==> src/rtl/bus_controller_if.sv <==
// Control bundle between the Mini SRC microsequencer (master) and the datapath/memory side (slave).
interface bus_controller_if #(
    parameter int unsigned OPW = 5
);
    logic [OPW-1:0] ir_opcode;
    logic           mem_ready;
    logic           stop;

    logic R0R15_out, HI_out, LO_out, ZHI_out, ZLO_out;
    logic PC_out, MDR_out, INPORT_out, C_out, BA_out;
    logic PC_in, IR_in, MAR_in, MDR_in, Y_in;
    logic Z_in, HI_in, LO_in, OUTPORT_in, R_in;
    logic Gra, Grb, Grc;
    logic IncPC, Read, Write;
    logic [OPW-1:0] alu_op;
    logic run;
    logic illegal;

    modport master (
        input  ir_opcode, mem_ready, stop,
        output R0R15_out, HI_out, LO_out, ZHI_out, ZLO_out,
               PC_out, MDR_out, INPORT_out, C_out, BA_out,
               PC_in, IR_in, MAR_in, MDR_in, Y_in,
               Z_in, HI_in, LO_in, OUTPORT_in, R_in,
               Gra, Grb, Grc, IncPC, Read, Write, alu_op, run, illegal
    );

    modport slave (
        output ir_opcode, mem_ready, stop,
        input  R0R15_out, HI_out, LO_out, ZHI_out, ZLO_out,
               PC_out, MDR_out, INPORT_out, C_out, BA_out,
               PC_in, IR_in, MAR_in, MDR_in, Y_in,
               Z_in, HI_in, LO_in, OUTPORT_in, R_in,
               Gra, Grb, Grc, IncPC, Read, Write, alu_op, run, illegal
    );
endinterface

==> src/rtl/bus_controller.sv <==
// Mini SRC microsequencer: steps fetch/execute and decodes bus selects, load enables,
// memory strobes and ALU opcode from the registered state and the latched IR opcode.
module bus_controller #(
    parameter int unsigned     OPW    = 5,
    parameter logic [OPW-1:0]  ADD_OP = OPW'(5'b00011)
) (
    input  logic              clock,
    input  logic              clear,
    bus_controller_if.master  bus
);

    typedef enum logic [3:0] {
        S_F0   = 4'd0,
        S_F1   = 4'd1,
        S_F2   = 4'd2,
        S_F3   = 4'd3,
        S_E0   = 4'd4,
        S_E1   = 4'd5,
        S_E2   = 4'd6,
        S_E3   = 4'd7,
        S_E4   = 4'd8,
        S_HALT = 4'd9
    } state_t;

    typedef enum logic [3:0] {
        C_RTYPE, C_IMM, C_UNARY, C_MULDIV, C_LD, C_LDI, C_ST,
        C_MFHI, C_MFLO, C_IN, C_OUT, C_NOP, C_HALT, C_ILL
    } op_class_t;

    typedef struct packed {
        logic r0r15_out, hi_out, lo_out, zhi_out, zlo_out;
        logic pc_out, mdr_out, inport_out, c_out, ba_out;
        logic pc_in, ir_in, mar_in, mdr_in, y_in;
        logic z_in, hi_in, lo_in, outport_in, r_in;
        logic gra, grb, grc, inc_pc, read, write;
        logic [OPW-1:0] alu_op;
        logic run, illegal;
    } ctl_t;

    state_t    state;
    logic      armed;
    op_class_t op_class;
    ctl_t      ctl;

    function automatic op_class_t classify(input logic [OPW-1:0] op);
        op_class_t c;
        c = C_ILL;
        if (op >= OPW'(3) && op <= OPW'(11)) begin
            c = C_RTYPE;
        end else if (op >= OPW'(12) && op <= OPW'(14)) begin
            c = C_IMM;
        end else begin
            case (op)
                OPW'(0):  c = C_LD;
                OPW'(1):  c = C_LDI;
                OPW'(2):  c = C_ST;
                OPW'(15): c = C_MULDIV;
                OPW'(16): c = C_MULDIV;
                OPW'(17): c = C_UNARY;
                OPW'(18): c = C_UNARY;
                OPW'(22): c = C_IN;
                OPW'(23): c = C_OUT;
                OPW'(24): c = C_MFLO;
                OPW'(25): c = C_MFHI;
                OPW'(26): c = C_NOP;
                OPW'(27): c = C_HALT;
                default:  c = C_ILL;
            endcase
        end
        return c;
    endfunction

    // Final execute step of each instruction class; single-step classes end in E0.
    function automatic state_t last_step(input op_class_t c);
        state_t s;
        case (c)
            C_RTYPE, C_IMM, C_LDI: s = S_E2;
            C_UNARY:               s = S_E1;
            C_MULDIV:              s = S_E3;
            C_LD, C_ST:            s = S_E4;
            default:               s = S_E0;
        endcase
        return s;
    endfunction

    function automatic logic is_mem_wait(input state_t s, input op_class_t c);
        return (s == S_E3 && c == C_LD) || (s == S_E4 && c == C_ST);
    endfunction

    function automatic state_t next_state(input state_t s, input op_class_t c,
                                          input logic halt_req, input logic ready);
        state_t nxt;
        nxt = s;
        case (s)
            S_F0:   nxt = halt_req ? S_HALT : S_F1;
            S_F1:   nxt = S_F2;
            S_F2:   nxt = ready ? S_F3 : S_F2;
            S_F3:   nxt = S_E0;
            S_E0, S_E1, S_E2, S_E3, S_E4: begin
                if (c == C_HALT) begin
                    nxt = S_HALT;
                end else if (is_mem_wait(s, c) && !ready) begin
                    nxt = s;
                end else if (s == last_step(c)) begin
                    nxt = S_F0;
                end else begin
                    nxt = state_t'(4'(s) + 4'd1);
                end
            end
            S_HALT: nxt = S_HALT;
            default: nxt = S_F0;
        endcase
        return nxt;
    endfunction

    assign op_class = classify(bus.ir_opcode);

    // armed is low for the cycle after clear so F0 is presented with its strobes afterwards.
    always_ff @(posedge clock) begin
        if (!clear) begin
            state <= S_F0;
            armed <= 1'b0;
        end else if (!armed) begin
            armed <= 1'b1;
        end else begin
            state <= next_state(state, op_class, bus.stop, bus.mem_ready);
        end
    end

    always_comb begin
        ctl     = '0;
        ctl.run = (state != S_HALT);
        if (armed) begin
            case (state)
                S_F0: begin
                    ctl.pc_out = 1'b1; ctl.mar_in = 1'b1; ctl.inc_pc = 1'b1; ctl.z_in = 1'b1;
                end
                S_F1: begin ctl.zlo_out = 1'b1; ctl.pc_in = 1'b1; end
                S_F2: begin ctl.read = 1'b1; ctl.mdr_in = 1'b1; end
                S_F3: begin ctl.mdr_out = 1'b1; ctl.ir_in = 1'b1; end
                S_E0: begin
                    case (op_class)
                        C_RTYPE, C_IMM: begin
                            ctl.grb = 1'b1; ctl.r0r15_out = 1'b1; ctl.y_in = 1'b1;
                        end
                        C_UNARY: begin
                            ctl.grb = 1'b1; ctl.r0r15_out = 1'b1; ctl.z_in = 1'b1;
                            ctl.alu_op = bus.ir_opcode;
                        end
                        C_MULDIV: begin
                            ctl.gra = 1'b1; ctl.r0r15_out = 1'b1; ctl.y_in = 1'b1;
                        end
                        C_LD, C_LDI, C_ST: begin
                            ctl.grb = 1'b1; ctl.ba_out = 1'b1; ctl.y_in = 1'b1;
                        end
                        C_MFHI: begin ctl.hi_out = 1'b1; ctl.gra = 1'b1; ctl.r_in = 1'b1; end
                        C_MFLO: begin ctl.lo_out = 1'b1; ctl.gra = 1'b1; ctl.r_in = 1'b1; end
                        C_IN: begin ctl.inport_out = 1'b1; ctl.gra = 1'b1; ctl.r_in = 1'b1; end
                        C_OUT: begin
                            ctl.gra = 1'b1; ctl.r0r15_out = 1'b1; ctl.outport_in = 1'b1;
                        end
                        C_ILL: ctl.illegal = 1'b1;
                        default: ;
                    endcase
                end
                S_E1: begin
                    case (op_class)
                        C_RTYPE: begin
                            ctl.grc = 1'b1; ctl.r0r15_out = 1'b1; ctl.z_in = 1'b1;
                            ctl.alu_op = bus.ir_opcode;
                        end
                        C_IMM: begin
                            ctl.c_out = 1'b1; ctl.z_in = 1'b1; ctl.alu_op = bus.ir_opcode;
                        end
                        C_UNARY: begin ctl.zlo_out = 1'b1; ctl.gra = 1'b1; ctl.r_in = 1'b1; end
                        C_MULDIV: begin
                            ctl.grb = 1'b1; ctl.r0r15_out = 1'b1; ctl.z_in = 1'b1;
                            ctl.alu_op = bus.ir_opcode;
                        end
                        C_LD, C_LDI, C_ST: begin
                            ctl.c_out = 1'b1; ctl.z_in = 1'b1; ctl.alu_op = ADD_OP;
                        end
                        default: ;
                    endcase
                end
                S_E2: begin
                    case (op_class)
                        C_RTYPE, C_IMM, C_LDI: begin
                            ctl.zlo_out = 1'b1; ctl.gra = 1'b1; ctl.r_in = 1'b1;
                        end
                        C_MULDIV: begin ctl.zlo_out = 1'b1; ctl.lo_in = 1'b1; end
                        C_LD, C_ST: begin ctl.zlo_out = 1'b1; ctl.mar_in = 1'b1; end
                        default: ;
                    endcase
                end
                S_E3: begin
                    case (op_class)
                        C_MULDIV: begin ctl.zhi_out = 1'b1; ctl.hi_in = 1'b1; end
                        C_LD: begin ctl.read = 1'b1; ctl.mdr_in = 1'b1; end
                        // Read stays low so MDR takes the register value off the bus.
                        C_ST: begin
                            ctl.gra = 1'b1; ctl.r0r15_out = 1'b1; ctl.mdr_in = 1'b1;
                        end
                        default: ;
                    endcase
                end
                S_E4: begin
                    case (op_class)
                        C_LD: begin ctl.mdr_out = 1'b1; ctl.gra = 1'b1; ctl.r_in = 1'b1; end
                        C_ST: ctl.write = 1'b1;
                        default: ;
                    endcase
                end
                default: ;
            endcase
        end
    end

    assign bus.R0R15_out  = ctl.r0r15_out;
    assign bus.HI_out     = ctl.hi_out;
    assign bus.LO_out     = ctl.lo_out;
    assign bus.ZHI_out    = ctl.zhi_out;
    assign bus.ZLO_out    = ctl.zlo_out;
    assign bus.PC_out     = ctl.pc_out;
    assign bus.MDR_out    = ctl.mdr_out;
    assign bus.INPORT_out = ctl.inport_out;
    assign bus.C_out      = ctl.c_out;
    assign bus.BA_out     = ctl.ba_out;
    assign bus.PC_in      = ctl.pc_in;
    assign bus.IR_in      = ctl.ir_in;
    assign bus.MAR_in     = ctl.mar_in;
    assign bus.MDR_in     = ctl.mdr_in;
    assign bus.Y_in       = ctl.y_in;
    assign bus.Z_in       = ctl.z_in;
    assign bus.HI_in      = ctl.hi_in;
    assign bus.LO_in      = ctl.lo_in;
    assign bus.OUTPORT_in = ctl.outport_in;
    assign bus.R_in       = ctl.r_in;
    assign bus.Gra        = ctl.gra;
    assign bus.Grb        = ctl.grb;
    assign bus.Grc        = ctl.grc;
    assign bus.IncPC      = ctl.inc_pc;
    assign bus.Read       = ctl.read;
    assign bus.Write      = ctl.write;
    assign bus.alu_op     = ctl.alu_op;
    assign bus.run        = ctl.run;
    assign bus.illegal    = ctl.illegal;

endmodule

==> src/flat_wrapper.sv <==
// flat-port wrapper written by rule: the top's interface ports become plain ports
module bus_controller_flat 
#(
    parameter int unsigned     OPW    = 5,
    parameter logic [OPW-1:0]  ADD_OP = OPW'(5'b00011)
)
  (clock, clear, bus_ir_opcode, bus_mem_ready, bus_stop, bus_R0R15_out, bus_HI_out, bus_LO_out, bus_ZHI_out, bus_ZLO_out, bus_PC_out, bus_MDR_out, bus_INPORT_out, bus_C_out, bus_BA_out, bus_PC_in, bus_IR_in, bus_MAR_in, bus_MDR_in, bus_Y_in, bus_Z_in, bus_HI_in, bus_LO_in, bus_OUTPORT_in, bus_R_in, bus_Gra, bus_Grb, bus_Grc, bus_IncPC, bus_Read, bus_Write, bus_alu_op, bus_run, bus_illegal);
  bus_controller_if #(.OPW(OPW)) bus_i ();
  input  logic clock;
  input  logic clear;
  input wire logic [$bits(bus_i.ir_opcode)-1:0] bus_ir_opcode;
  input wire logic [$bits(bus_i.mem_ready)-1:0] bus_mem_ready;
  input wire logic [$bits(bus_i.stop)-1:0] bus_stop;
  output wire logic [$bits(bus_i.R0R15_out)-1:0] bus_R0R15_out;
  output wire logic [$bits(bus_i.HI_out)-1:0] bus_HI_out;
  output wire logic [$bits(bus_i.LO_out)-1:0] bus_LO_out;
  output wire logic [$bits(bus_i.ZHI_out)-1:0] bus_ZHI_out;
  output wire logic [$bits(bus_i.ZLO_out)-1:0] bus_ZLO_out;
  output wire logic [$bits(bus_i.PC_out)-1:0] bus_PC_out;
  output wire logic [$bits(bus_i.MDR_out)-1:0] bus_MDR_out;
  output wire logic [$bits(bus_i.INPORT_out)-1:0] bus_INPORT_out;
  output wire logic [$bits(bus_i.C_out)-1:0] bus_C_out;
  output wire logic [$bits(bus_i.BA_out)-1:0] bus_BA_out;
  output wire logic [$bits(bus_i.PC_in)-1:0] bus_PC_in;
  output wire logic [$bits(bus_i.IR_in)-1:0] bus_IR_in;
  output wire logic [$bits(bus_i.MAR_in)-1:0] bus_MAR_in;
  output wire logic [$bits(bus_i.MDR_in)-1:0] bus_MDR_in;
  output wire logic [$bits(bus_i.Y_in)-1:0] bus_Y_in;
  output wire logic [$bits(bus_i.Z_in)-1:0] bus_Z_in;
  output wire logic [$bits(bus_i.HI_in)-1:0] bus_HI_in;
  output wire logic [$bits(bus_i.LO_in)-1:0] bus_LO_in;
  output wire logic [$bits(bus_i.OUTPORT_in)-1:0] bus_OUTPORT_in;
  output wire logic [$bits(bus_i.R_in)-1:0] bus_R_in;
  output wire logic [$bits(bus_i.Gra)-1:0] bus_Gra;
  output wire logic [$bits(bus_i.Grb)-1:0] bus_Grb;
  output wire logic [$bits(bus_i.Grc)-1:0] bus_Grc;
  output wire logic [$bits(bus_i.IncPC)-1:0] bus_IncPC;
  output wire logic [$bits(bus_i.Read)-1:0] bus_Read;
  output wire logic [$bits(bus_i.Write)-1:0] bus_Write;
  output wire logic [$bits(bus_i.alu_op)-1:0] bus_alu_op;
  output wire logic [$bits(bus_i.run)-1:0] bus_run;
  output wire logic [$bits(bus_i.illegal)-1:0] bus_illegal;
  assign bus_i.ir_opcode = bus_ir_opcode;
  assign bus_i.mem_ready = bus_mem_ready;
  assign bus_i.stop = bus_stop;
  assign bus_R0R15_out = bus_i.R0R15_out;
  assign bus_HI_out = bus_i.HI_out;
  assign bus_LO_out = bus_i.LO_out;
  assign bus_ZHI_out = bus_i.ZHI_out;
  assign bus_ZLO_out = bus_i.ZLO_out;
  assign bus_PC_out = bus_i.PC_out;
  assign bus_MDR_out = bus_i.MDR_out;
  assign bus_INPORT_out = bus_i.INPORT_out;
  assign bus_C_out = bus_i.C_out;
  assign bus_BA_out = bus_i.BA_out;
  assign bus_PC_in = bus_i.PC_in;
  assign bus_IR_in = bus_i.IR_in;
  assign bus_MAR_in = bus_i.MAR_in;
  assign bus_MDR_in = bus_i.MDR_in;
  assign bus_Y_in = bus_i.Y_in;
  assign bus_Z_in = bus_i.Z_in;
  assign bus_HI_in = bus_i.HI_in;
  assign bus_LO_in = bus_i.LO_in;
  assign bus_OUTPORT_in = bus_i.OUTPORT_in;
  assign bus_R_in = bus_i.R_in;
  assign bus_Gra = bus_i.Gra;
  assign bus_Grb = bus_i.Grb;
  assign bus_Grc = bus_i.Grc;
  assign bus_IncPC = bus_i.IncPC;
  assign bus_Read = bus_i.Read;
  assign bus_Write = bus_i.Write;
  assign bus_alu_op = bus_i.alu_op;
  assign bus_run = bus_i.run;
  assign bus_illegal = bus_i.illegal;
  bus_controller #(.OPW(OPW), .ADD_OP(ADD_OP)) u_core (.clock(clock), .clear(clear), .bus(bus_i));
endmodule
==> config.mk <==
export PLATFORM = sky130hd
export DESIGN_NAME = bus_controller_flat
export DESIGN_NICKNAME = d
export VERILOG_FILES = /design/src/rtl/bus_controller_if.sv /design/src/rtl/bus_controller.sv /design/src/flat_wrapper.sv
export SDC_FILE = /design/constraint.sdc
export NUM_CORES = 1
export LEC_CHECK = 0
export BUFFER_PORTS_ARGS = -buffer_cell sky130_fd_sc_hd__buf_2
export CORE_MARGIN = 2
export CORE_UTILIZATION = 40
export CTS_CLUSTER_DIAMETER = 120
export DETAILED_ROUTE_END_ITERATION = 6
export GPL_ROUTABILITY_DRIVEN = 0
export PLACE_DENSITY = 0.67
export SLEW_MARGIN = 5
export SYNTH_ARGS = -nofsm -noshare
export SYNTH_HDL_FRONTEND = slang
export SYNTH_SLANG_ARGS = --single-unit
export TNS_END_PERCENT = 30
==> constraint.sdc <==
create_clock -name clock -period 2.58 [get_ports clock]
set_input_delay 0.129 -clock clock [delete_from_list [all_inputs] [get_ports clock]]
set_output_delay 0.129 -clock clock [all_outputs]
set_load 0.02 [all_outputs]
==> impl_metrics.toml, run 1 <==
[finish]
multiInputGateArea_mm2 = 0.00134
drive_gt1_share_pct = 39.0
syn_to_final_growth_pct = 34.4
fin_nets = 309
regArea_um2 = 100
fill_cells = 370
insertedDiodeCount = 0
instances_no_fill = 338
final_cell_area_mm2 = 0.00209

[floorplanning]
rows = 22
ioPinCount = 42
die_area_mm2 = 0.00440
core_mm2 = 0.00369
die_h_um = 66.4
die_w_um = 66.4
start_util_pct = 42.2

[routing]
drtAntennaViolNets = 0
drt-total-wl_mm = 4.82
wire_per_inst_um = 14.3
viasPerCell = 5.83
drtIter0Drc = 229
vias = 1970
firstDrtPassIters = 5
drc = 0

[timing]
rsz0062_at_grt = "true"
finalCritPeriodShare_pct = 99.2
relSlewSlack_pct = 60.5
fmax_ghz = 0.391
slew_viol_final = 0
hold_viol = 0
worstMarginPinSlew_ns = 0.591
finalSetupViolCount = 0
clock_skew_ns = 0.00407
min_period_ns = 2.56

[synthesis]
syn_area_mm2 = 0.00156
async_flop_share_pct = 0
yosysSeqAreaShare_pct = 6.44
netlist.area_leader.share_pct = 7.48
synthCells = 225
syn_nets = 243
synth.area.top_cells = "nand2_1 (7.5%), ha_1 (7.2%), dfxtp_1 (6.4%)"
yosys_warnings = 0
synth_most_common_cell = "nand2_1"
ys_types = 65
synth_flop_cell = "dfxtp_1"
synth_seq_cells = 5
avgSynthCellArea_um2 = 6.91
synth_edf_count = 0
yosys-top-cells-count = "nand2_1 (31), nor2_1 (16), a21oi_1 (13), nand3_1 (13), ha_1 (9)"
synth_top_area_cell = "nand2_1"

[global_route]
grt_start_max_net_pins = 17
overflow = 0
grt_first_pass_wirelength_mm = 7.48
antenna_found_initial = 0
grt_util_all_layers_pct = 21.2
grt_pass1_vias = 1641

[placed_design]
place_area_mm2 = 0.00195
portBuffers = 41
placed_cells = 332
post-dp-hpwl_mm = 3.69

[clock_network]
clk_pin_slew_ns = 0.04
cts_tree = "done"
root_buffer = "clkbuf_8"
clk_path_buf_depth = 2
numCtsBuffers = 3
insertion_delay_ns = 0.23
ctsHtreeMaxLevel = 1
clock-sinks = 5
ctsHoldBuffers = 0

[critical_path]
cp-start-kind = "input pin"
worstSetupEndpointType = "output pin"
cp_data_required_time_ns = 2.45
crit_type = "in2out"
critPathMaxFanout = 4
crit_arrival_ns = 2.43
ff2ff_path_depth = 10

[status]
outcome = "finished clean"

[power]
p_per_area_mw_per_mm2 = 345
leakagePower_nw = 0.967
ir_drop_mv = 0.143

[worst_hold_path]
min_delay_path_depth = 1
hold_class = "in2reg"

[run]
maxCapViolCount = 0
cells by family after synthesis:
family                     after synthesis  share of synthesized area (%)
and+or+nand+nor                        111                           37.7
muxes                                    3                           1.93
buffers and inverters                   28                           11.9
xor gates and xnor gates                 4                           2.25
AOI/OAI and AO/OA                       65                           32.5
DFF                                      5                           6.44
adders and majority gates                9                           7.24
flip-flops by register name, indices dropped and copies added (netlist names):
register	count
u_core.state	4
u_core.armed	1
path summary, 6_finish.rpt:
kind                                     start                      endpoint  slack, ns
setup reg to reg  u_core.state[0]$_SDFFE_PN0P_  u_core.state[1]$_SDFFE_PN0P_       0.22
hold / removal                           clear          u_core.armed$_DFF_P_       0.03
setup / recovery              bus_ir_opcode[0]                       bus_Gra       0.02
hold reg to reg   u_core.state[1]$_SDFFE_PN0P_  u_core.state[1]$_SDFFE_PN0P_       0.54
where the power goes:
| group | total [mW] | leakage (nW) | internal, mW | switching (mW) |
|---|---|---|---|---|
| logic | 0.468 | 0.904 | 0.200 | 0.268 |
| registers | 0.104 | 0.0411 | 0.0873 | 0.0171 |
| clock network | 0.148 | 0.0228 | 0.106 | 0.0419 |
cells in the final DEF, fill, tap and decap left out, drive strengths merged, types with 4 or more instances in the layout:
cell / count
nor2: 16
nand3: 13
clkbuf: 5
a31oi: 5
o21ai: 8
and3: 5
a211oi: 4
nor3: 8
and2: 10
buf: 80
inv: 8
a21oi: 13
nand2b: 4
ha: 9
nor4: 7
nand2: 32
dfxtp: 5
worst max-delay path: stages:
cell     delay [ns]
buf_4          0.11
inv_1          0.08
ha_4           0.27
and2_2         0.14
o21ai_0        0.09
buf_4          0.16
a311o_2        0.42
buf_4          0.16
nand3_1        0.06
a21oi_1        0.06
a41o_2         0.24
o311a_1        0.34
buf_2          0.16
metal layers:
metal / GRT usage [%] / routed length [um] / vias up
met5: 0 / 0 / -
met4: 3.06 / 52 / 0
met3: 2.90 / 363 / 10
met2: 36.5 / 2310 / 111
met1: 28.6 / 2090 / 897
li1: - / - / 952
per-stage QoR:
step	total power [mW]	utilization [%]	worst slack, ns	hold WS [ns]	TNS (ns)
2_1_floorplan	0.399	-	0.000897	0.157	0
3_3_place_gp	0.537	52.9	-0.0110	0.257	-0.0110
4_1_cts	0.692	54.2	0.0343	0.0252	0
3_5_place_dp	0.540	52.9	-0.0205	0.262	-0.0408
6_report	0.721	56.7	0.0203	0.0264	0
5_1_grt	0.773	56.7	-0.0673	0.0237	-0.127
timing repair:
| action | 4_1_cts | 5_1_grt |
|---|---|---|
| gates resized for setup | 1 | 15 |
| pin swaps | 0 | 2 |
| endpoints found under the setup margin | 3 | 12 |
| buffers inserted | 0 | 2 |
final cells by class:
type                       instances  area share (%)
tap                               48            2.87
inverter                           8            1.44
clock buffer                       4            2.15
multi-input combinational        192            64.1
sequential                         5            4.79
timing repair buffer              81            24.7
(Power assumes the default switching activity.)
==> run 2, diff against run 1 <==
ABC_AREA = 1   (was default)
PLACE_DENSITY = 0.68   (was 0.67)
==> impl_metrics.toml, run 2 <==
[status]
outcome = "finished clean"

[routing]
firstDrtPassIters = 4
drt-total-wl_mm = 3.62
drtIter0Drc = 107
drc = 0
wire_per_inst_um = 10.8
viasPerCell = 4.93
drtAntennaViolNets = 0
vias = 1647

[global_route]
grt_pass1_vias = 1428
antenna_found_initial = 0
grt_start_max_net_pins = 21
overflow = 0
grt_first_pass_wirelength_mm = 6.09
grt_util_all_layers_pct = 18.4

[floorplanning]
die_area_mm2 = 0.00400
start_util_pct = 41.7
rows = 21
die_w_um = 63.2
ioPinCount = 42
core_mm2 = 0.00336
die_h_um = 63.2

[synthesis]
synthCells = 246
yosysSeqAreaShare_pct = 7.14
netlist.area_leader.share_pct = 16.1
yosys_warnings = 0
syn_nets = 264
synth_edf_count = 0
synth_seq_cells = 5
yosys-top-cells-count = "nand2_1 (60), nor2_1 (45), inv_1 (31), a21oi_1 (17), nand3_1 (14)"
synth_flop_cell = "dfxtp_1"
synth_top_area_cell = "nand2_1"
synth_most_common_cell = "nand2_1"
avgSynthCellArea_um2 = 5.70
synth.area.top_cells = "nand2_1 (16%), nor2_1 (12%), inv_1 (8.3%)"
async_flop_share_pct = 0
ys_types = 32
syn_area_mm2 = 0.00140

[timing]
min_period_ns = 2.29
worstMarginPinSlew_ns = 0.304
rsz0062_at_grt = "false"
slew_viol_final = 0
finalCritPeriodShare_pct = 88.8
clock_skew_ns = 0.000140
final.setup.tns_ns = 0
fin_ws_ns = 0.288
fmax_ghz = 0.436
relSlewSlack_pct = 79.6
hold_ws_ns = 0.308
finalSetupViolCount = 0
hold_viol = 0

[finish]
drive_gt1_share_pct = 28.8
mostFrequentLayoutCells = "nand2_1 (60), nor2_1 (44), buf_2 (41)"
fill_cells = 389
fin_nets = 307
reg_top3 = "u_core.state (4), u_core.armed (1)"
regArea_um2 = 100
instances_no_fill = 334
insertedDiodeCount = 0
final_core_util_pct = 49.9
largest_reg_flops = 4
multiInputGateArea_mm2 = 0.00110
largest-register = "u_core.state"
final_common_cell = "nand2_1"
syn_to_final_growth_pct = 19.5
final_cell_area_mm2 = 0.00168

[clock_network]
clock-sinks = 5
insertion_delay_ns = 0.23
cts_tree = "done"
clk_path_buf_depth = 2
ctsHtreeMaxLevel = 1
numCtsBuffers = 3
clk_pin_slew_ns = 0.04
root_buffer = "clkbuf_4"
postCtsSetupRepairBufs = 0

[placed_design]
post-dp-hpwl_mm = 3.09
place_area_mm2 = 0.00164
place_ws_ns = 0.258
placed_cells = 329
portBuffers = 41

[critical_path]
crit_path_top_delay_cell = "ha_1"
crit_arrival_ns = 2.16
path_cells = "buf_2, inv_1, ha_1, o21ai_0, nand3_1, nand3_4, inv_2, nor2_2, inv_2, nand2_1, nor2_1, nor2_2, inv_2, a21oi_1, nor2_1, buf_2"
path_common_cell = "inv_2"
worstSetupEndpointType = "output pin"
cp_data_required_time_ns = 2.45
ff2ff_path_depth = 10
critPathMaxStageDelay_ns = 0.32
critPathMaxFanout = 7
crit_type = "in2out"
cp-start-kind = "input pin"

[worst_hold_path]
min_delay_path_depth = 5
hold_class = "in2reg"

[power]
p_per_area_mw_per_mm2 = 267
power.total_mw = 0.447
ir_drop_mv = 0.230
leakagePower_nw = 0.917

[run]
maxCapViolCount = 0
run 2: changes by cell type in the layout (fill, tap and decap cells not counted), sizes merged, moves of 5 or more:
cell | previous run | this run
buf | 80 | 43
nand2 | 32 | 66
nor2 | 16 | 50
inv | 8 | 41
nand3 | 13 | 26
and2 | 10 | 1
nand4 | 0 | 7
nor4 | 7 | 1
a21oi | 13 | 18
and3 | 5 | 0
o21ai | 8 | 3
run 2: worst max-delay path, delay by kind of cell:
kind | cells | cell delay (ns)
compound gates | 2 | 0.28
fa+ha+maj | 1 | 0.32
buf+inv | 6 | 0.57
simple gates | 7 | 0.86
run 2: per-layer routing:
metal | routed length [um] | global-route usage [%]
met1 | 1690 | 25.6
met2 | 1670 | 28.9
met3 | 211 | 1.96
met4 | 47 | 7.34
met5 | 0 | 0
run 2: worst paths after layout:
check | from | to | slack [ns]
setup / recovery | bus_ir_opcode[0] | bus_alu_op[0] | 0.29
hold / removal | bus_mem_ready | u_core.state[0]$_SDFFE_PN0P_ | 0.31
setup reg to reg | u_core.state[2]$_SDFFE_PN0P_ | u_core.state[1]$_SDFFE_PN0P_ | 0.71
hold reg to reg | u_core.state[3]$_SDFFE_PN0P_ | u_core.state[3]$_SDFFE_PN0P_ | 0.51
run 2: timing repair:
item	in CTS	in global routing
hold buffers	0	1
endpoints found under the hold margin	0	1
gates resized for setup	0	2
endpoints found under the setup margin	0	1
run 2: layout make-up:
class	instances	share of cell area, %
Tap cell	46	3.43
Sequential cell	5	5.97
Timing Repair Buffer	44	13.7
Inverter	41	9.48
Multi-Input combinational cell	194	65.8
Clock buffer	4	1.57
run 2: kinds of logic after synthesis:
group           Yosys count  share of synthesized area (%)
flops                     5                           7.14
xor+xnor                  2                           1.25
simple gates            156                           56.9
fa+ha+maj                 9                           8.03
compound gates           27                           12.1
buf+inv                  47                           14.5
run 2: power breakdown:
| group | leakage (nW) | switching (mW) | internal (mW) |
|---|---|---|---|
| combinational | 0.861 | 0.186 | 0.0856 |
| clock | 0.0150 | 0.0266 | 0.0581 |
| sequential | 0.0411 | 0.00739 | 0.0832 |
| total | 0.917 | 0.220 | 0.227 |
==> run 3, diff against run 2 <==
GPL_TIMING_DRIVEN = 0   (was default)
PLACE_DENSITY = 0.66   (was 0.68)
clock period = 2.3 ns   (was 2.58 ns; I/O delays follow)
==> impl_metrics.toml, run 3 (synthesis results as in run 2) <==
[status]
outcome = "finished clean"

[routing]
drtIter0Drc = 120
wire_per_inst_um = 11.1
firstDrtPassIters = 4
drt-total-wl_mm = 3.77
viasPerCell = 4.86
drc = 0
vias = 1654
drtAntennaViolNets = 0

[power]
power.total_mw = 0.534
clkPwrFrac_pct = 18.2
combPwrFrac_pct = 62.5
ir_drop_mv = 0.281
p_seq_share_pct = 19.2
p_per_area_mw_per_mm2 = 299
p_sw_share_pct = 49.0
leakagePower_nw = 0.945
p_sw_mw = 0.261
internal_power_mw = 0.272

[floorplanning]
start_util_pct = 41.7
rows = 21
core_mm2 = 0.00336
die_h_um = 63.2
die_area_mm2 = 0.00400
die_w_um = 63.2
ioPinCount = 42

[critical_path]
ff2ff_path_depth = 10
rrSetupSlack_ns = 0.64
crit_end = "bus_alu_op[0]"
crit_arrival_ns = 2.04
critPathMaxStageDelay_ns = 0.24
crit_start = "bus_ir_opcode[0]"
path_cells = "clkbuf_4, ha_2, nor2_4, nand3_2, nand3_4, nand3_4, nor2_4, inv_2, nand2_1, nor2_2, nor2_2, inv_2, a21oi_1, nor2_1, buf_2"
reg2reg_to = "u_core.state[1]$_SDFFE_PN0P_"
crit_path_top_delay_cell = "ha_2"
critPathMaxFanout = 8
rr_startpoint = "u_core.state[1]$_SDFFE_PN0P_"
crit_type = "in2out"
cp.depth = 15
crit_buf_inv = 4
worstSetupEndpointType = "output pin"
cp_data_required_time_ns = 2.18
cpLargestDelayFamily = "simple AND/OR/NAND/NOR gates"
cp-start-kind = "input pin"

[finish]
final_cell_area_mm2 = 0.00178
mostFrequentLayoutCells = "nand2_1 (60), nor2_1 (39), buf_2 (36)"
instances_no_fill = 340
final_common_cell = "nand2_1"
insertedDiodeCount = 0
final_core_util_pct = 53.1
reg_top3 = "u_core.state (4), u_core.armed (1)"
largest-register = "u_core.state"
syn_to_final_growth_pct = 27.2
drive_gt1_share_pct = 33.7
fill_cells = 390
fin_nets = 313
largest_reg_flops = 4

[timing]
min_period_ns = 2.16
relSlewSlack_pct = 68.8
hold_viol = 0
finalSetupViolCount = 0
fmax_ghz = 0.464
finalCritPeriodShare_pct = 93.7
worstMarginPinSlew_ns = 0.468
clock_skew_ns = 0.0000841
slew_viol_final = 0
final.setup.tns_ns = 0

[run]
maxCapViolCount = 0

[global_route]
antenna_found_initial = 0
overflow = 0
grt_util_all_layers_pct = 19.2
grt_first_pass_wirelength_mm = 6.33
grt_start_max_net_pins = 11
grt_pass1_vias = 1440

[clock_network]
insertion_delay_ns = 0.23
clock-sinks = 5
clk_pin_slew_ns = 0.04
clk_path_buf_depth = 2
root_buffer = "clkbuf_4"
cts_tree = "done"
numCtsBuffers = 3
ctsHtreeMaxLevel = 1

[placed_design]
place_area_mm2 = 0.00166
portBuffers = 39
placed_cells = 331
post-dp-hpwl_mm = 3.11

[worst_hold_path]
hold_class = "in2reg"
-- run 3: power groups by stage --
stage / sequential, mW / clock (mW) / combinational [mW]
floorplan: 0.101 / 0 / 0.242
global placement: 0.103 / 0 / 0.308
detailed placement: 0.103 / 0 / 0.308
CTS: 0.101 / 0.104 / 0.311
global route: 0.103 / 0.111 / 0.375
finish: 0.103 / 0.0974 / 0.334
-- run 3: worst reg2reg max path, stage by stage, from the launching register on --
cell     delay [ns]
dfxtp_1        0.43
inv_2          0.09
ha_1           0.20
inv_1          0.09
nor2_2         0.06
inv_1          0.15
nand4_1        0.20
nand4_1        0.15
nand2_1        0.06
nand2_1        0.05
a21oi_1        0.06
-- run 3: area by class of cell --
cell class / count / area, um2 / area share [%]
Timing Repair Buffer: 44 / 243 / 13.6
Multi-Input combinational cell: 194 / 1150 / 64.4
Inverter: 41 / 161 / 9.05
Buffer: 6 / 45.0 / 2.52
Tap cell: 46 / 57.6 / 3.23
Sequential cell: 5 / 101 / 5.68
Clock buffer: 4 / 26.3 / 1.47
-- run 3: repair_timing --
action                                  CTS  global route
hold buffers                              1             0
buffers inserted                          0             4
gates resized for setup                   2            19
endpoints found under the hold margin     1             0
endpoints found under the setup margin    3            12
pin swaps                                 1             4
-- run 3: metal layers --
metal / vias to the layer above / wire length (um) / part of all wire, % / global-route usage [%]
met2: 29 / 1880 / 50 / 32.4
met5: - / 0 / 0 / 0
met4: 0 / 0 / 0 / 4.08
li1: 889 / - / - / -
met1: 736 / 1790 / 47 / 27.0
met3: 0 / 101 / 2.7 / 1.07
-- run 3: worst min path at each step --
stage,from,cells after the start,end,slack [ns]
after floorplan,clear,0,u_core.armed$_DFF_P_,0.14
after global placement,clear,1,u_core.armed$_DFF_P_,0.23
after detailed placement,clear,1,u_core.armed$_DFF_P_,0.23
after CTS,bus_mem_ready,5,u_core.state[0]$_SDFFE_PN0P_,0.28
after global routing,bus_mem_ready,5,u_core.state[0]$_SDFFE_PN0P_,0.32
final,bus_mem_ready,5,u_core.state[0]$_SDFFE_PN0P_,0.29
-- run 3: per-stage QoR --
stage               setup slack [ns]  hold slack (ns)
floorplan                      0.366            0.143
global route                -0.00956            0.319
finish                         0.144            0.290
detailed placement           -0.0638            0.232
global placement             -0.0671            0.231
CTS                           0.0156            0.282
